## config.mk

```make
export PLATFORM = sky130hd
export DESIGN_NAME = rgmii_transmit_controller
export DESIGN_NICKNAME = d
export VERILOG_FILES = /design/src/rtl/rgmii_transmit_controller.sv
export SDC_FILE = /design/constraint.sdc
export NUM_CORES = 1
export LEC_CHECK = 0
export BUFFER_PORTS_ARGS = -buffer_cell sky130_fd_sc_hd__buf_4
export CAP_MARGIN = 30
export CELL_PAD_IN_SITES_DETAIL_PLACEMENT = 1
export CELL_PAD_IN_SITES_GLOBAL_PLACEMENT = 2
export CORE_UTILIZATION = 31
export CTS_CLUSTER_DIAMETER = 30
export CTS_CLUSTER_SIZE = 16
export DETAILED_ROUTE_END_ITERATION = 7
export PLACE_DENSITY = 0.73
export REMOVE_ABC_BUFFERS = 1
export SKIP_LAST_GASP = 1
export SYNTH_ARGS = -nofsm -noshare
export SYNTH_HDL_FRONTEND = slang
export SYNTH_SLANG_ARGS = --single-unit
export TNS_END_PERCENT = 30
```

## constraint.sdc

```tcl
create_clock -name clock -period 2.11 [get_ports clock]
set_input_delay 0.422 -clock clock [delete_from_list [all_inputs] [get_ports clock]]
set_output_delay 0.422 -clock clock [all_outputs]
set_load 0.03 [all_outputs]
```

## src/rtl/rgmii_transmit_controller.sv

```systemverilog
// rtl/rgmii_transmit_controller.sv - RGMII TX sequencer: preamble/SFD, padding, underrun abort, inter-packet gap
// Output registers always carry the byte belonging to the state being entered, so each state sees its own byte on the pins.
module rgmii_transmit_controller #(
  parameter int PREAMBLE_BYTES  = 7,
  parameter int IPG_BYTES       = 12,
  parameter int MIN_FRAME_BYTES = 60,
  parameter int COUNT_WIDTH     = 32
) (
  input  logic                   clock,
  input  logic                   reset_n,
  input  logic [7:0]             s_axis_data,
  input  logic                   s_axis_valid,
  input  logic                   s_axis_last,
  output logic                   s_axis_ready,
  output logic [7:0]             ddr_data,
  output logic [1:0]             ddr_control,
  output logic                   busy,
  output logic                   underrun,
  output logic [COUNT_WIDTH-1:0] frame_count
);

  localparam logic [2:0] ST_IDLE     = 3'd0;
  localparam logic [2:0] ST_PREAMBLE = 3'd1;
  localparam logic [2:0] ST_SFD      = 3'd2;
  localparam logic [2:0] ST_PAYLOAD  = 3'd3;
  localparam logic [2:0] ST_PAD      = 3'd4;
  localparam logic [2:0] ST_DISCARD  = 3'd5;
  localparam logic [2:0] ST_GAP      = 3'd6;

  localparam int PW = $clog2(PREAMBLE_BYTES + 1);
  // One spare code above MIN_FRAME_BYTES so payload_cnt+1 never wraps when saturated.
  localparam int CW = $clog2(MIN_FRAME_BYTES + 2);
  localparam int GW = $clog2(IPG_BYTES + 1);

  localparam logic [PW-1:0] PRE_LAST = PW'(PREAMBLE_BYTES);
  localparam logic [CW-1:0] MIN_LEN  = CW'(MIN_FRAME_BYTES);
  localparam logic [GW-1:0] GAP_LAST = GW'(IPG_BYTES - 1);

  logic [2:0]    state;
  logic [PW-1:0] pre_cnt;
  logic [CW-1:0] payload_cnt;
  logic [GW-1:0] gap_cnt;

  assign s_axis_ready = (state == ST_SFD) || (state == ST_PAYLOAD) || (state == ST_DISCARD);
  assign busy         = (state != ST_IDLE);

  always_ff @(posedge clock or negedge reset_n) begin
    if (!reset_n) begin
      state       <= ST_IDLE;
      pre_cnt     <= '0;
      payload_cnt <= '0;
      gap_cnt     <= '0;
      ddr_data    <= 8'h00;
      ddr_control <= 2'b00;
      underrun    <= 1'b0;
      frame_count <= '0;
    end else begin
      ddr_data    <= 8'h00;
      ddr_control <= 2'b00;
      underrun    <= 1'b0;
      case (state)
        ST_IDLE: begin
          if (s_axis_valid) begin
            ddr_data    <= 8'h55;
            ddr_control <= 2'b11;
            pre_cnt     <= PW'(1);
            state       <= ST_PREAMBLE;
          end
        end
        ST_PREAMBLE: begin
          ddr_control <= 2'b11;
          if (pre_cnt == PRE_LAST) begin
            ddr_data    <= 8'hD5;
            payload_cnt <= '0;
            state       <= ST_SFD;
          end else begin
            ddr_data <= 8'h55;
            pre_cnt  <= pre_cnt + 1'b1;
          end
        end
        ST_SFD, ST_PAYLOAD: begin
          if (s_axis_valid) begin
            ddr_data    <= s_axis_data;
            ddr_control <= 2'b11;
            if (payload_cnt != MIN_LEN) payload_cnt <= payload_cnt + 1'b1;
            if (!s_axis_last) begin
              state <= ST_PAYLOAD;
            end else if (payload_cnt + 1'b1 < MIN_LEN) begin
              state <= ST_PAD;
            end else begin
              gap_cnt     <= '0;
              frame_count <= frame_count + 1'b1;
              state       <= ST_GAP;
            end
          end else begin
            ddr_control <= 2'b01;
            underrun    <= 1'b1;
            state       <= ST_DISCARD;
          end
        end
        ST_PAD: begin
          ddr_control <= 2'b11;
          payload_cnt <= payload_cnt + 1'b1;
          if (payload_cnt + 1'b1 == MIN_LEN) begin
            gap_cnt     <= '0;
            frame_count <= frame_count + 1'b1;
            state       <= ST_GAP;
          end
        end
        ST_DISCARD: begin
          if (s_axis_valid && s_axis_last) begin
            gap_cnt <= '0;
            state   <= ST_GAP;
          end
        end
        ST_GAP: begin
          if (gap_cnt == GAP_LAST) state <= ST_IDLE;
          else gap_cnt <= gap_cnt + 1'b1;
        end
        default: state <= ST_IDLE;
      endcase
    end
  end

endmodule

```

==> run summary <==
The tools report the global placer's final weighted congestion as 0.738. The signal on the critical path passes through and4_1, mux2_4, a2111oi_4, buf_12, nand4_1, xnor2_1. The first element of the critical path is payload_cnt[1]$_DFFE_PN0P_. The run finished with clean final reports.

The cell type contributing the most total cell area after synthesis is sky130_fd_sc_hd__dfrtp_1. On the worst path, the slowest cell contributes a delay of 410 ps. Yosys attributes the largest share of cell area to sky130_fd_sc_hd__dfrtp_1 (50%), sky130_fd_sc_hd__xnor2_1 (8.6%), sky130_fd_sc_hd__o21ai_0 (3.5%). Based on the critical path, the design can be clocked at up to 499 MHz.

The count of buffer and inverter cells on the critical path is 1. The area growth from synthesis to final layout was 32.1%; the sum of routed wire length over all layers was 7520 um. In this run the cell area measured after placement is 3690 um2. The worst path meets setup with 105 ps of slack.

The critical path is of the flop to flop type. Prior to clock tree synthesis, the placed netlist has a worst setup slack of 105 ps. The transition time at the pin with the least slew margin is 759 ps, and the final standard cell count with taps included and fillers excluded is 495. Post-CTS repair changed the size of 0 cells.

After synthesis, flip-flops and latches occupy 49.8% of the total area. The die covers 9950 um2. Across the run, the number of max-cap violations was 0.

With fillers left out, the area of the finished cells amounts to 3910 um2. The endpoint identified for the worst register-to-register timing path is frame_count[9]$_DFFE_PN0P_. For this block, the initial DRC count from the detailed router was 73. After detailed routing, the average wire length per cell comes to 15.2 um. The CTS clock-pin slew for the worst setup and hold paths is 70 ps.

Cells with a size suffix above 1 make up 29.2% of the layout. Setup violations remaining at the end of the flow were counted as 0. For this design, the sink count on the clock tree is 59. Counting cells, the worst reg-to-reg path comes to 6. Hold repair after CTS inserted 0 buffers. For this design the top-level I/O count stands at 57.

Across the routed clock network, the largest skew measured is 7.50 ps. The startpoint identified for the worst register-to-register timing path is payload_cnt[1]$_DFFE_PN0P_. Total power for the finished layout comes to 4.02 mW. The tools report the final hold violation count as 0. The largest net degree at the start of global routing is 60.

Setup repair after global routing could not meet its margin everywhere. After layout, the worst path uses 95.0% of the clock period. The final layout contains 381 nets. The tightest min-delay check is of the primary input to asynchronous set/reset pin type. Detailed placement ended at an HPWL of 5410 um.

The clock period could shrink to 2010 ps. The number of antenna diodes in the final layout is 0. Number of global-route vias before repair: 2,543. TritonCTS built the clock tree. The clock reaches the later pin of the worst-skew pair after 330 ps. The number of max-slew violations in the final report was 0; the register-to-register setup slack was 100 ps. For this run, the total global-route usage over all layers was measured as 16.7%. Cell class contributing the biggest share of worst-path delay: compound AO/OA/AOI/OAI gates. At the worst endpoint, the arrival time is 2220 ps. The floorplan has 35 rows. The first TritonRoute pass finished after 4 iterations. The count of vias placed by the detailed router came out at 2,428.

For this run the aggregate overflow at the end of global routing stands at 0. The slowest cell on the critical path is sky130_fd_sc_hd__a2111oi_4. Power density normalized to cell area: 1030 nW/um2. Once placement completed, the tool counted placed cells totaling 480. The number of buffers on the longest clock path is 2, and the initial standard-cell utilization of the core is 32.1%. The fraction of post-synthesis cell area in the top cell type by area is 49.8%, and the leakage component of the power is 1.83 nW. Dividing the detail-routed via count by the number of cells gives 4.91. The worst setup path is captured at a flop.

Yosys mapped the design onto 45 distinct sky130hd cell types. Buffers placed on the I/O ports in this run total 56. The number of antenna violations at the first check in global routing is 0, and the peak fanout along the critical path is 14. The most used flip-flop cell after synthesis is sky130_fd_sc_hd__dfrtp_1. Synthesis produced 282 cells. The root buffer cell chosen for the clock tree is sky130_fd_sc_hd__clkbuf_8. The worst setup path is launched from a flop. The clock tree synthesis step divided the H-tree into 3 levels. The die is 99.8 um wide. The average instance in the mapped netlist occupies 10.5 um2.

In this run, CTS created clock tree buffers numbering 9. In this run the standard cell core region covers 9240 um2. The worst pin sits at a relative slew slack of 49.4%. The mapped netlist covers 2960 um2. The first global-routing pass estimated 12,900 um of wire.

The number of warnings printed during yosys synthesis was 0; the DRC violation count after routing was 0. STA puts the critical path data required time at 2330 ps. The remaining antenna violation count after routing is 0, and the fraction of synthesis flops using an asynchronous set or reset pin is 100%.

The post-synthesis sequential element count came out at 59. The worst ir drop on vdd was 0.651 mV; the number of post-CTS setup repair buffers was 0. From bottom edge to top edge, the die measures 99.8 um.

Number of flops mapped to enable cells by yosys: 0.
-- layout make-up --
cell class / count / area [um2]
clock buffer: 11 / 151
timing repair buffer: 80 / 626
inverter: 8 / 30.0
sequential: 59 / 1480
clock inverter: 4 / 50.0
tap: 129 / 161
multi-input combinational: 204 / 1420
fill: 1039 / 5330
-- layout by cell type (no fill, tap or decap), drive strengths merged, types with 11 or more instances in the layout --
master   n
nand3   19
dfrtp   59
clkbuf  11
nand4   11
buf     80
xnor2   29
and3    14
o21ai   22
nor2    11
nand2   26
-- metrics by stage --
stage | TNS, ps | hold WS, ps | utilization (%)
after floorplan | -1140 | 126 | -
after global placement | 0 | 464 | 39.9
after detailed placement | 0 | 470 | 39.9
after CTS | 0 | 184 | 42.1
after global routing | -120 | 198 | 42.3
final | 0 | 157 | 42.3
-- cell families after synthesis --
group           after synthesis  share of synthesized area [%]
compound gates               58                           13.8
fa+ha+maj                     7                           2.96
flops                        59                           49.8
buf+inv                      19                           3.04
simple gates                102                           18.9
mux                           5                           2.03
xor+xnor                     32                           9.46
-- layer usage --
layer	part of all wire, %	GRT usage [%]	up-vias
met5	0	0	-
met2	49	27.1	44
li1	-	-	1176
met4	1.4	5.43	0
met1	47	21.5	1199
met3	3.1	4.36	9
-- cell usage after synthesis (4+ instances only) --
master,n
sky130_fd_sc_hd__dfrtp_1,59
sky130_fd_sc_hd__ha_1,7
sky130_fd_sc_hd__clkbuf_1,6
sky130_fd_sc_hd__and3_1,14
sky130_fd_sc_hd__o21ai_0,21
sky130_fd_sc_hd__and4_1,4
sky130_fd_sc_hd__mux2_2,4
sky130_fd_sc_hd__a22o_1,5
sky130_fd_sc_hd__nand3_1,19
sky130_fd_sc_hd__xnor2_1,29
sky130_fd_sc_hd__nand4_1,11
sky130_fd_sc_hd__nor2_1,11
sky130_fd_sc_hd__nor2b_1,4
sky130_fd_sc_hd__a21oi_1,8
sky130_fd_sc_hd__nand2_1,26
sky130_fd_sc_hd__inv_1,8
-- power by group --
group          total, mW  internal [mW]  leakage (nW)  switching (mW)
combinational       1.52          0.646         0.936           0.873
clock               1.05          0.601        0.0974           0.447
sequential          1.45           1.31         0.793           0.140
total               4.02           2.56          1.83            1.46
-- flip-flops by register name (all words and copies together), names as in the netlist --
signal / count
ddr_control: 2
ddr_data: 8
pre_cnt: 3
state: 3
payload_cnt: 6
underrun: 1
frame_count: 32
gap_cnt: 4
-- worst max path at each step --
stage	end	slack, ps	depth (start not counted)
after floorplan	frame_count[25]$_DFFE_PN0P_	-70	5
after global placement	payload_cnt[3]$_DFFE_PN0P_	140	7
after detailed placement	frame_count[9]$_DFFE_PN0P_	100	6
after CTS	s_axis_ready	40	5
after global routing	frame_count[9]$_DFFE_PN0P_	-60	7
final	frame_count[9]$_DFFE_PN0P_	100	6
(Power assumes the default switching activity.)
